## config.mk

```make
export PLATFORM = sky130hd
export DESIGN_NAME = comple2_serial
export DESIGN_NICKNAME = d
export VERILOG_FILES = /design/src/rtl/comple2_serial.sv
export SDC_FILE = /design/constraint.sdc
export NUM_CORES = 1
export LEC_CHECK = 0
export BUFFER_PORTS_ARGS = -buffer_cell sky130_fd_sc_hd__buf_2
export CAP_MARGIN = 20
export CORE_MARGIN = 4
export CORE_UTILIZATION = 39
export CTS_BUF_LIST = sky130_fd_sc_hd__clkbuf_2 sky130_fd_sc_hd__clkbuf_4 sky130_fd_sc_hd__clkbuf_8
export CTS_CLUSTER_SIZE = 12
export DETAILED_ROUTE_END_ITERATION = 16
export PLACE_DENSITY = 0.72
export SKIP_CTS_REPAIR_TIMING = 1
export SLEW_MARGIN = 20
export SYNTH_ARGS = -nofsm -noshare
export SYNTH_HDL_FRONTEND = slang
export SYNTH_SLANG_ARGS = --single-unit
```

## constraint.sdc

```tcl
create_clock -name clk_i -period 4.2 [get_ports clk_i]
set_input_delay 0.42 -clock clk_i [delete_from_list [all_inputs] [get_ports clk_i]]
set_output_delay 0.42 -clock clk_i [all_outputs]
set_load 0.005 [all_outputs]
```

## src/rtl/comple2_serial.sv

```systemverilog
// rtl/comple2_serial.sv - digit-serial two's-complement unit
// R = (cmp ? ~A : A) + cin, DIGIT bits per cycle with a registered inter-digit carry.
module comple2_serial #(
  parameter int WIDTH = 32,
  parameter int DIGIT = 8
) (
  input  logic             clk_i,
  input  logic             rst_i,
  input  logic             start_i,
  input  logic [WIDTH-1:0] a_i,
  input  logic             cin_i,
  input  logic             cmp_i,
  output logic             busy_o,
  output logic             done_o,
  output logic [WIDTH-1:0] r_o,
  output logic             cout_o,
  output logic             ovf_o,
  output logic             zero_o
);

  localparam int DSAFE = (DIGIT < 1) ? 1 : DIGIT;
  localparam int NDIG  = WIDTH / DSAFE;
  localparam int KW    = (NDIG > 1) ? $clog2(NDIG) : 1;

  generate
    if (DIGIT < 1 || (WIDTH % DSAFE) != 0) begin : g_bad_params
      $error("comple2_serial: WIDTH must be a positive multiple of DIGIT");
    end
  endgenerate

  typedef enum logic {IDLE, RUN} state_t;

  state_t           state_q, state_d;
  logic [KW-1:0]    k_q, k_d;
  logic             c_q, c_d;
  logic [WIDTH-1:0] a_q, a_d;
  logic             cmp_q, cmp_d;
  logic [WIDTH-1:0] r_q, r_d;
  logic             zacc_q, zacc_d;
  logic             cout_q, cout_d;
  logic             ovf_q, ovf_d;
  logic             zero_q, zero_d;
  logic             done_q, done_d;

  logic [WIDTH-1:0] a_sh;
  logic [DIGIT-1:0] dig;
  logic [DIGIT:0]   sum;
  logic             last;
  logic             dig_zero;

  // The current digit is selected by shifting the latched operand down by k digits.
  always_comb begin
    a_sh     = a_q >> (int'(k_q) * DIGIT);
    dig      = a_sh[DIGIT-1:0] ^ {DIGIT{cmp_q}};
    sum      = {1'b0, dig} + {{DIGIT{1'b0}}, c_q};
    dig_zero = (sum[DIGIT-1:0] == '0);
    last     = (k_q == KW'(NDIG - 1));
  end

  always_comb begin
    state_d = state_q;
    k_d     = k_q;
    c_d     = c_q;
    a_d     = a_q;
    cmp_d   = cmp_q;
    r_d     = r_q;
    zacc_d  = zacc_q;
    cout_d  = cout_q;
    ovf_d   = ovf_q;
    zero_d  = zero_q;
    done_d  = 1'b0;
    case (state_q)
      IDLE: begin
        if (start_i) begin
          a_d     = a_i;
          cmp_d   = cmp_i;
          c_d     = cin_i;
          k_d     = '0;
          r_d     = '0;
          zacc_d  = 1'b1;
          state_d = RUN;
        end
      end
      RUN: begin
        r_d[int'(k_q) * DIGIT +: DIGIT] = sum[DIGIT-1:0];
        c_d    = sum[DIGIT];
        zacc_d = zacc_q & dig_zero;
        if (last) begin
          // Overflow only when a non-negative x wraps to a negative result.
          cout_d  = sum[DIGIT];
          ovf_d   = ~(a_q[WIDTH-1] ^ cmp_q) & r_d[WIDTH-1];
          zero_d  = zacc_q & dig_zero;
          done_d  = 1'b1;
          k_d     = '0;
          state_d = IDLE;
        end else begin
          k_d = k_q + KW'(1);
        end
      end
      default: state_d = IDLE;
    endcase
  end

  always_ff @(posedge clk_i) begin
    if (rst_i) begin
      state_q <= IDLE;
      k_q     <= '0;
      c_q     <= 1'b0;
      a_q     <= '0;
      cmp_q   <= 1'b0;
      r_q     <= '0;
      zacc_q  <= 1'b0;
      cout_q  <= 1'b0;
      ovf_q   <= 1'b0;
      zero_q  <= 1'b0;
      done_q  <= 1'b0;
    end else begin
      state_q <= state_d;
      k_q     <= k_d;
      c_q     <= c_d;
      a_q     <= a_d;
      cmp_q   <= cmp_d;
      r_q     <= r_d;
      zacc_q  <= zacc_d;
      cout_q  <= cout_d;
      ovf_q   <= ovf_d;
      zero_q  <= zero_d;
      done_q  <= done_d;
    end
  end

  assign busy_o = (state_q == RUN);
  assign done_o = done_q;
  assign r_o    = r_q;
  assign cout_o = cout_q;
  assign ovf_o  = ovf_q;
  assign zero_o = zero_q;

endmodule
```

# After elaboration in Yosys (flattened, before gate mapping)
# Index checks and enable logic that the tools add are counted.
[totals]
output_inout_bits = 37
ff_bits = 74
inputBits = 37
[classes]
shifts = 3
n_reduce_logical = 4
bitwise = 6
eq_ne = 2
addsub = 3
muxes = 14
[op_table]
columns = ["cell", "n"]
rows = [
  ["one-hot mux 32 bit (2 select lines)", 1],
  ["negation 5 -> 33 bit", 1],
  ["variable shift 8 x 33 -> 32 bit, first input constant", 1],
  ["indexed part select 8 x 33 -> 32 bit", 1],
  ["bitwise mux 32 bit", 1],
  ["two-way mux 32 bit", 1],
  [">> shifter 32 x 5 -> 8 bit", 1],
  ["adder 8 x 1 -> 9 bit", 1],
  ["zero test 8 bit", 1],
  ["XOR 8 bit", 1],
  ["one-hot mux 1 bit (2 select lines)", 3],
  ["two-way mux 1 bit", 5],
  ["two-way mux 2 bit", 2],
  ["one-hot mux 2 bit (2 select lines)", 1],
  ["AND reduction 2 bit", 2],
  ["adder 2 x 1 -> 2 bit, second input constant", 1],
  ["AND 1 bit", 2],
  ["equality test 2 bit, second input constant", 1],
  ["inequality test 2 bit, second input constant", 1],
  ["inverter 1 bit", 2],
  ["OR reduction 2 bit", 1],
  ["XOR 1 bit", 1],
]

# Logic depth before layout (Yosys ltp)
# Gate-level depths: netlist of the first run.
[depth]
depth_word = 6
mapped_depth = 12

# Worst setup path before layout of the first run
# No wires, ideal clock.
[synth_timing]
kind = "reg2reg"
from = "register k_q[0]"
to = "register zacc_q"
arrival_ns = 2.968
setup_ns = 0.086
path_buffers = 2
path_stages_with_launch = 13
setup_slack_ns = 1.147
path_cell_list = "dfxtp_1 -> buf_6 -> buf_2 -> mux4_2 -> xor2_1 -> ha_1 -> ha_1 -> a21o_1 -> a22oi_1 -> xnor2_1 -> nor4bb_1 -> nand4b_1 -> a211oi_1"
[synth_via]
elab_chain_len = 6
[synth_rtl]
columns = ["element", "line", "rtl"]
rows = [
  ["start, declared", "34", "logic [KW-1:0] k_q, k_d;"],
  ["start signal, assigned", "119", "k_q <= k_d;"],
  [">> shifter 32 x 5 -> 8 bit", "53", "a_sh = a_q >> (int'(k_q) * DIGIT);"],
  ["XOR 8 bit", "54", "dig = a_sh[DIGIT-1:0] ^ {DIGIT{cmp_q}};"],
  ["adder 8 x 1 -> 9 bit", "55", "sum = {1'b0, dig} + {{DIGIT{1'b0}}, c_q};"],
  ["zero test 8 bit", "56", "dig_zero = (sum[DIGIT-1:0] == '0);"],
  ["AND 1 bit", "87", "zacc_d = zacc_q & dig_zero;"],
  ["one-hot mux 1 bit (2 select lines)", "72", "case (state_q)"],
  ["end signal, assigned", "124", "zacc_q <= zacc_d;"],
  ["end, declared", "39", "logic zacc_q, zacc_d;"],
]
# Every way passes these cells.
# A chain may end at the register's enable or synchronous reset.

# Final worst setup path of the first run
# Same ends and word-level chain as after synthesis.

==> metrics.md, run 1 <==
| Metric | Value |
|---|---|
| Max clock buf depth | 2 |
| Vias | 2820 |
| First-pass GRT wire length | 13.04 mm |
| I/O pins | 74 |
| P per Cell Area | 370.6 nW/um^2 |
| Most common cell after layout, fill and taps aside | nand2_1 |
| Slew HR | 54.27% |
| # DRC | 0 |
| Share of layout cells above drive strength 1 | 24.60% |
| Most frequent cells in the layout | 77 x nand2_1, 74 x dfxtp_1, 73 x buf_2, 44 x a21oi_1, 34 x nor2_1 |
| Post-detail-place hpwl | 5.826 mm |
| H-tree depth | 3 |
| Detail-routed net length per standard cell | 14.82 um |
| Inserted Clock Buffers | 9 |
| RSZ-0062 raised after global routing | false |
| Min Tclk post-route | 3294 ps |
| Worst hold margin | 295.5 ps |
| Max-slew violation count | 0 |
| Mapped cell area | 3253 um^2 |
| DRT Wirelength | 8.060 mm |
| Worst Setup End Kind | flip-flop |
| WP data arrival | 3560 ps |
| Final design utilization | 47.00% |
| Cell row count | 33 |
| Area leader, netlist | dfxtp_1 |
| Post-DR vias/cell | 5.184 |
| # setup viols final | 0 |
| Max rail drop VDD | 0.1472 mV |
| Die ar. | 9866 um^2 |
| I/O Buffers | 73 |
| Syn_area_per_cell | 8.698 um^2 |
| CTS sink cnt | 74 |
| Ys Warns | 0 |
| Flops & latches, synth | 74 |
| Crit Path Category | flip-flop to flip-flop |
| Yosys top cell area share | 45.54% |
| Largest net degree at the start of global routing | 41 |
| Max Cap Viol | 0 |
| Peak Freq | 303.6 MHz |
| Chip height | 99.33 um |
| Core Area | 8175 um^2 |
| Final Net Count | 477 |
| Die W | 99.33 um |
| Skew-Pair Late Insertion Delay | 360 ps |
| Clock skew | 8.943 ps |
| Gpl congestion | 0.9624 |
| CTS root buf | clkbuf_8 |
| Net Count, Synth | 417 |
| Antenna violations before repair | 0 |
| Leakage | 1.617 nW |
| Fill count | 832 |
| Diode count | 0 |
| Total negative slack | 0 ps |
| Area growth syn-to-layout | 18.12% |
| Period utilization | 78.42% |
| Post-DRT Antenna Nets | 0 |
| Req. time, crit path | 4470 ps |
| Iter 0 DRT Violations | 142 |
| Worst Max-Slew Pin Slew | 685.0 ps |
| Status | finished clean |
| Endpoints failing hold | 0 |
| Startpoint Class | flip-flop |
| Register area share after synthesis | 45.54% |
| Starting Density | 39.79% |
| Unique masters post-synth | 44 |
| Worst min path class | input pin to flip-flop |
| Vias in the first global route | 2724 |
| GRT Util Overall | 16.59% |
| Overflow after GRT | 0 |
| Clock-pin slew on the worst setup and hold paths | 80 ps |
| Top cells by area, synth | dfxtp_1 46%, nand2_1 8.9%, a21oi_1 6.8% |
| CTS tree | built |
| Synthesized netlist cell count | 374 |
| Worst-path fanout max | 10 |
| Drt first pass iters | 5 |
## Yosys cell counts (all sizes together)
| master | instances |
|---|---|
| nand2 | 77 |
| or4b | 1 |
| a22oi | 24 |
| dfxtp | 74 |
| a21o | 1 |
| and2 | 2 |
| mux4 | 6 |
| xnor3 | 1 |
| nand4b | 2 |
| mux2 | 3 |
| nor2 | 36 |
| and3b | 1 |
| nor3 | 7 |
| nand2b | 6 |
| a22o | 8 |
| o311ai | 2 |
| o22ai | 2 |
| a211oi | 2 |
| ha | 6 |
| clkbuf | 20 |
| nor2b | 6 |
| and3 | 2 |
| o21ai | 4 |
| nor4bb | 1 |
| a21boi | 1 |
| a31oi | 1 |
| inv | 4 |
| nand4 | 1 |
| xnor2 | 6 |
| or3b | 1 |
| nand3 | 2 |
| mux2i | 7 |
| nand3b | 2 |
| buf | 7 |
| a21oi | 44 |
| xor2 | 4 |
## path summary, 6_finish.rpt
path                            startpoint      to  slack (ps)  cells past startpoint
worst max-delay path                k_q[0]  zacc_q         910                     10
worst min-delay path                 cmp_i   cmp_q         300                      3
worst max register to register      k_q[0]  zacc_q         910                     10
worst min register to register      cout_o  cout_o         450                      2
## cell type report
| class | count | area [um^2] | share of cell area, % |
|---|---|---|---|
| multi-input combinational | 269 | 1652 | 42.98 |
| clock inverter | 3 | 15.01 | 0.3908 |
| sequential | 74 | 1481 | 38.55 |
| inverter | 4 | 15.01 | 0.3908 |
| tap | 105 | 131.4 | 3.419 |
| timing repair buffer | 76 | 387.9 | 10.09 |
| clock buffer | 13 | 160.2 | 4.168 |
## routing by layer
metal / track usage, % / wire [um]
met2: 26.39 / 3785
met3: 5.330 / 417
met1: 20.80 / 3650
met5: 0 / 0
met4: 6.828 / 206
## worst max-delay path, cell delays in order, from the launching register on
cell and delay [ps]:
dfxtp_1 640, mux4_2 580, xor2_1 160, ha_1 300
ha_1 270, a21o_1 170, a22oi_1 180, xnor2_1 190
nor4bb_1 310, nand4b_1 150, a211oi_1 240
## sequential cells by signal, indices dropped and copies added, names as in the netlist
register	count
a_q	32
busy_o	1
c_q	1
cmp_q	1
cout_o	1
done_o	1
k_q	2
ovf_o	1
r_o	32
zacc_q	1
zero_o	1
## cells by family after synthesis
family	Yosys count	share of synthesized area (%)
and+or+nand+nor	147	20.04
AOI/OAI and AO/OA	89	17.31
xor gates and xnor gates	11	3.615
muxes	16	7.346
DFF	74	45.54
buffers and inverters	31	3.846
adders and majority gates	6	2.308
## through the flow
| stage | cells | worst slack (ps) | instance area [um^2] | total power [mW] |
|---|---|---|---|---|
| after floorplan | 374 | 1147 | 3253 | 0.8838 |
| after global placement | 528 | 1066 | 3665 | 0.9346 |
| after detailed placement | 528 | 957.5 | 3665 | 0.9397 |
| after CTS | 544 | 910.5 | 3840 | 1.433 |
| after global routing | 544 | 693.1 | 3842 | 1.484 |
| final | 544 | 906.5 | 3842 | 1.424 |
## power by group
part | internal, mW | switching [mW] | leakage [nW]
registers | 0.726 | 0.0241 | 0.602
clock network | 0.248 | 0.252 | 0.0974
logic | 0.0727 | 0.101 | 0.917
Power figures use the tool's default switching activity.
==> run 2: changes to the inputs <==
clock period = 3.1 ns   (was 4.2 ns; I/O delays follow)
==> metrics.md, run 2 (same netlist as run 1, synthesis figures left out) <==
| Metric | Value |
|---|---|
| Post-DR vias/cell | 5.136 (-0.92%) |
| First-pass GRT wire length | 13.34 mm (+2.3%) |
| Iter 0 DRT Violations | 205 (+44%) |
| Largest net degree at the start of global routing | 46 (+12%) |
| Worst-path fanout max | 6 (-4) |
| Pwr Total | 2.150 mW (+51%) |
| Most common cell after layout, fill and taps aside | nand2_1 |
| Post-detail-place hpwl | 5.894 mm (+1.2%) |
| Fill count | 805 (-3.2%) |
| Max rail drop VDD | 0.2351 mV (+60%) |
| # placed instances | 533 (+0.95%) |
| Gpl congestion | 0.9099 (-5.5%) |
| FF-to-FF Start | k_q[0] |
| Die ar. | 9866 um^2 (unchanged) |
| Slew HR | 44.50% (-9.8 points) |
| Diode count | 0 (unchanged) |
| Core Area | 8175 um^2 (unchanged) |
| Final design utilization | 48.48% (+1.5 points) |
| Die W | 99.33 um (unchanged) |
| RSZ-0062 raised after global routing | false |
| CTS tree | built |
| Vias | 2825 (+0.18%) |
| WHS Endpoint | a_q[3] |
| Req. time, crit path | 3360 ps (-1110 ps) |
| Area growth syn-to-layout | 21.85% |
| Inserted Clock Buffers | 9 (unchanged) |
| Max clock buf depth | 2 (unchanged) |
| Min Tclk post-route | 2952 ps (-341.8 ps) |
| H-tree depth | 3 (unchanged) |
| Worst Max-Slew Pin Slew | 832.6 ps (+147.6 ps) |
| I/O pins | 74 (unchanged) |
| Post-DRT Antenna Nets | 0 (unchanged) |
| Reg2Reg Capture Point | zacc_q |
| Vias in the first global route | 2816 (+3.4%) |
| Drt first pass iters | 5 (unchanged) |
| DRT Wirelength | 8.120 mm (+0.74%) |
| Worst hold margin | 187.9 ps (-107.6 ps) |
| Starting Density | 39.79% (unchanged) |
| Clock-pin slew on the worst setup and hold paths | 70 ps (about the same) |
| Period utilization | 95.22% (+17 points) |
| Skew-Pair Late Insertion Delay | 350 ps (about the same) |
| Slack of the critical path | 148.2 ps (-758.2 ps) |
| Leakage | 1.683 nW (+4.1%) |
| Final Net Count | 483 (+1.3%) |
| GRT Util Overall | 16.80% (+0.21 points) |
| CTS sink cnt | 74 (unchanged) |
| Antenna violations before repair | 0 (unchanged) |
| P per Cell Area | 542.5 nW/um^2 (+46%) |
| Max-slew violation count | 0 (unchanged) |
| Origin of the worst min-delay path | a_i[3] |
| Worst min path class | input pin to flip-flop |
| Total negative slack | 0 ps (unchanged) |
| # DRC | 0 (unchanged) |
| Crit Path Category | flip-flop to flip-flop |
| WP data arrival | 3210 ps (-350 ps) |
| Clock skew | 7.214 ps (-1.729 ps) |
| Non-Filler Instances | 550 (+1.1%) |
| Area occupied by multi-input gates | 1663 um^2 (+0.68%) |
| CTS root buf | clkbuf_8 |
| Overflow after GRT | 0 (unchanged) |
| FF-to-FF setup slack | 150 ps (-760 ps) |
| Max Cap Viol | 0 (unchanged) |
| # setup viols final | 0 (unchanged) |
| Chip height | 99.33 um (unchanged) |
| Startpoint Class | flip-flop |
| Cell row count | 33 (unchanged) |
| Worst Setup End Kind | flip-flop |
| Worst hold stages | 3 (unchanged) |
| I/O Buffers | 73 (unchanged) |
| R2r worst-path depth | 10 (unchanged) |
| DP Worst Slack | 153.0 ps (-804.5 ps) |
| Status | finished clean |
| Share of layout cells above drive strength 1 | 25.84% (+1.2 points) |
| Peak Freq | 338.8 MHz (+12%) |
| Most frequent cells in the layout | 77 x nand2_1, 74 x dfxtp_1, 73 x buf_2, 44 x a21oi_1, 34 x nor2_1 |
| Detail-routed net length per standard cell | 14.76 um (-0.35%) |
| Dpl cell area | 3702 um^2 (+1.0%) |
| Register Area | 1481 um^2 (unchanged) |
| Endpoints failing hold | 0 (unchanged) |
| Post-Layout Inst Area | 3964 um^2 (+3.2%) |
[run 2: area by class of cell]
type                       instances  share of cell area [%]
sequential                        74                   37.37
tap                              105                   3.314
inverter                           4                  0.3788
timing repair buffer              82                   11.02
clock buffer                      10                   3.314
clock inverter                     6                   2.652
multi-input combinational        269                   41.95
[run 2: critical path: stages, from the launching register on]
cell      delay (ps)
dfxtp_1          390
mux4_2           530
xor2_1           160
ha_1             260
ha_1             260
xnor2_1          270
xnor2_2          150
nor3_1           130
nor4bb_2         270
nand4b_1         170
a211oi_1         260
[run 2: per-layer routing]
layer / up-vias / part of all wire (%) / GRT usage, %
met1: 1325 / 45 / 20.99
met2: 65 / 48 / 27.69
met3: 12 / 5.8 / 4.628
met5: - / 0 / 0
met4: 0 / 1.6 / 6.303
li1: 1423 / - / -
[run 2: worst max path at each step]
stage              to   start  depth (start not counted)  slack, ps
2_1_floorplan  zacc_q  k_q[0]                         12         50
3_3_place_gp   zacc_q  k_q[0]                          8        250
3_5_place_dp   zacc_q  k_q[0]                          8        150
4_1_cts        zacc_q  k_q[0]                          8        140
5_1_grt        zacc_q  k_q[0]                         10         10
6_report       zacc_q  k_q[0]                         10        150
[run 2: power by group]
| part | switching [mW] | internal [mW] |
|---|---|---|
| combinational | 0.147 | 0.109 |
| clock | 0.345 | 0.539 |
| sequential | 0.0272 | 0.983 |
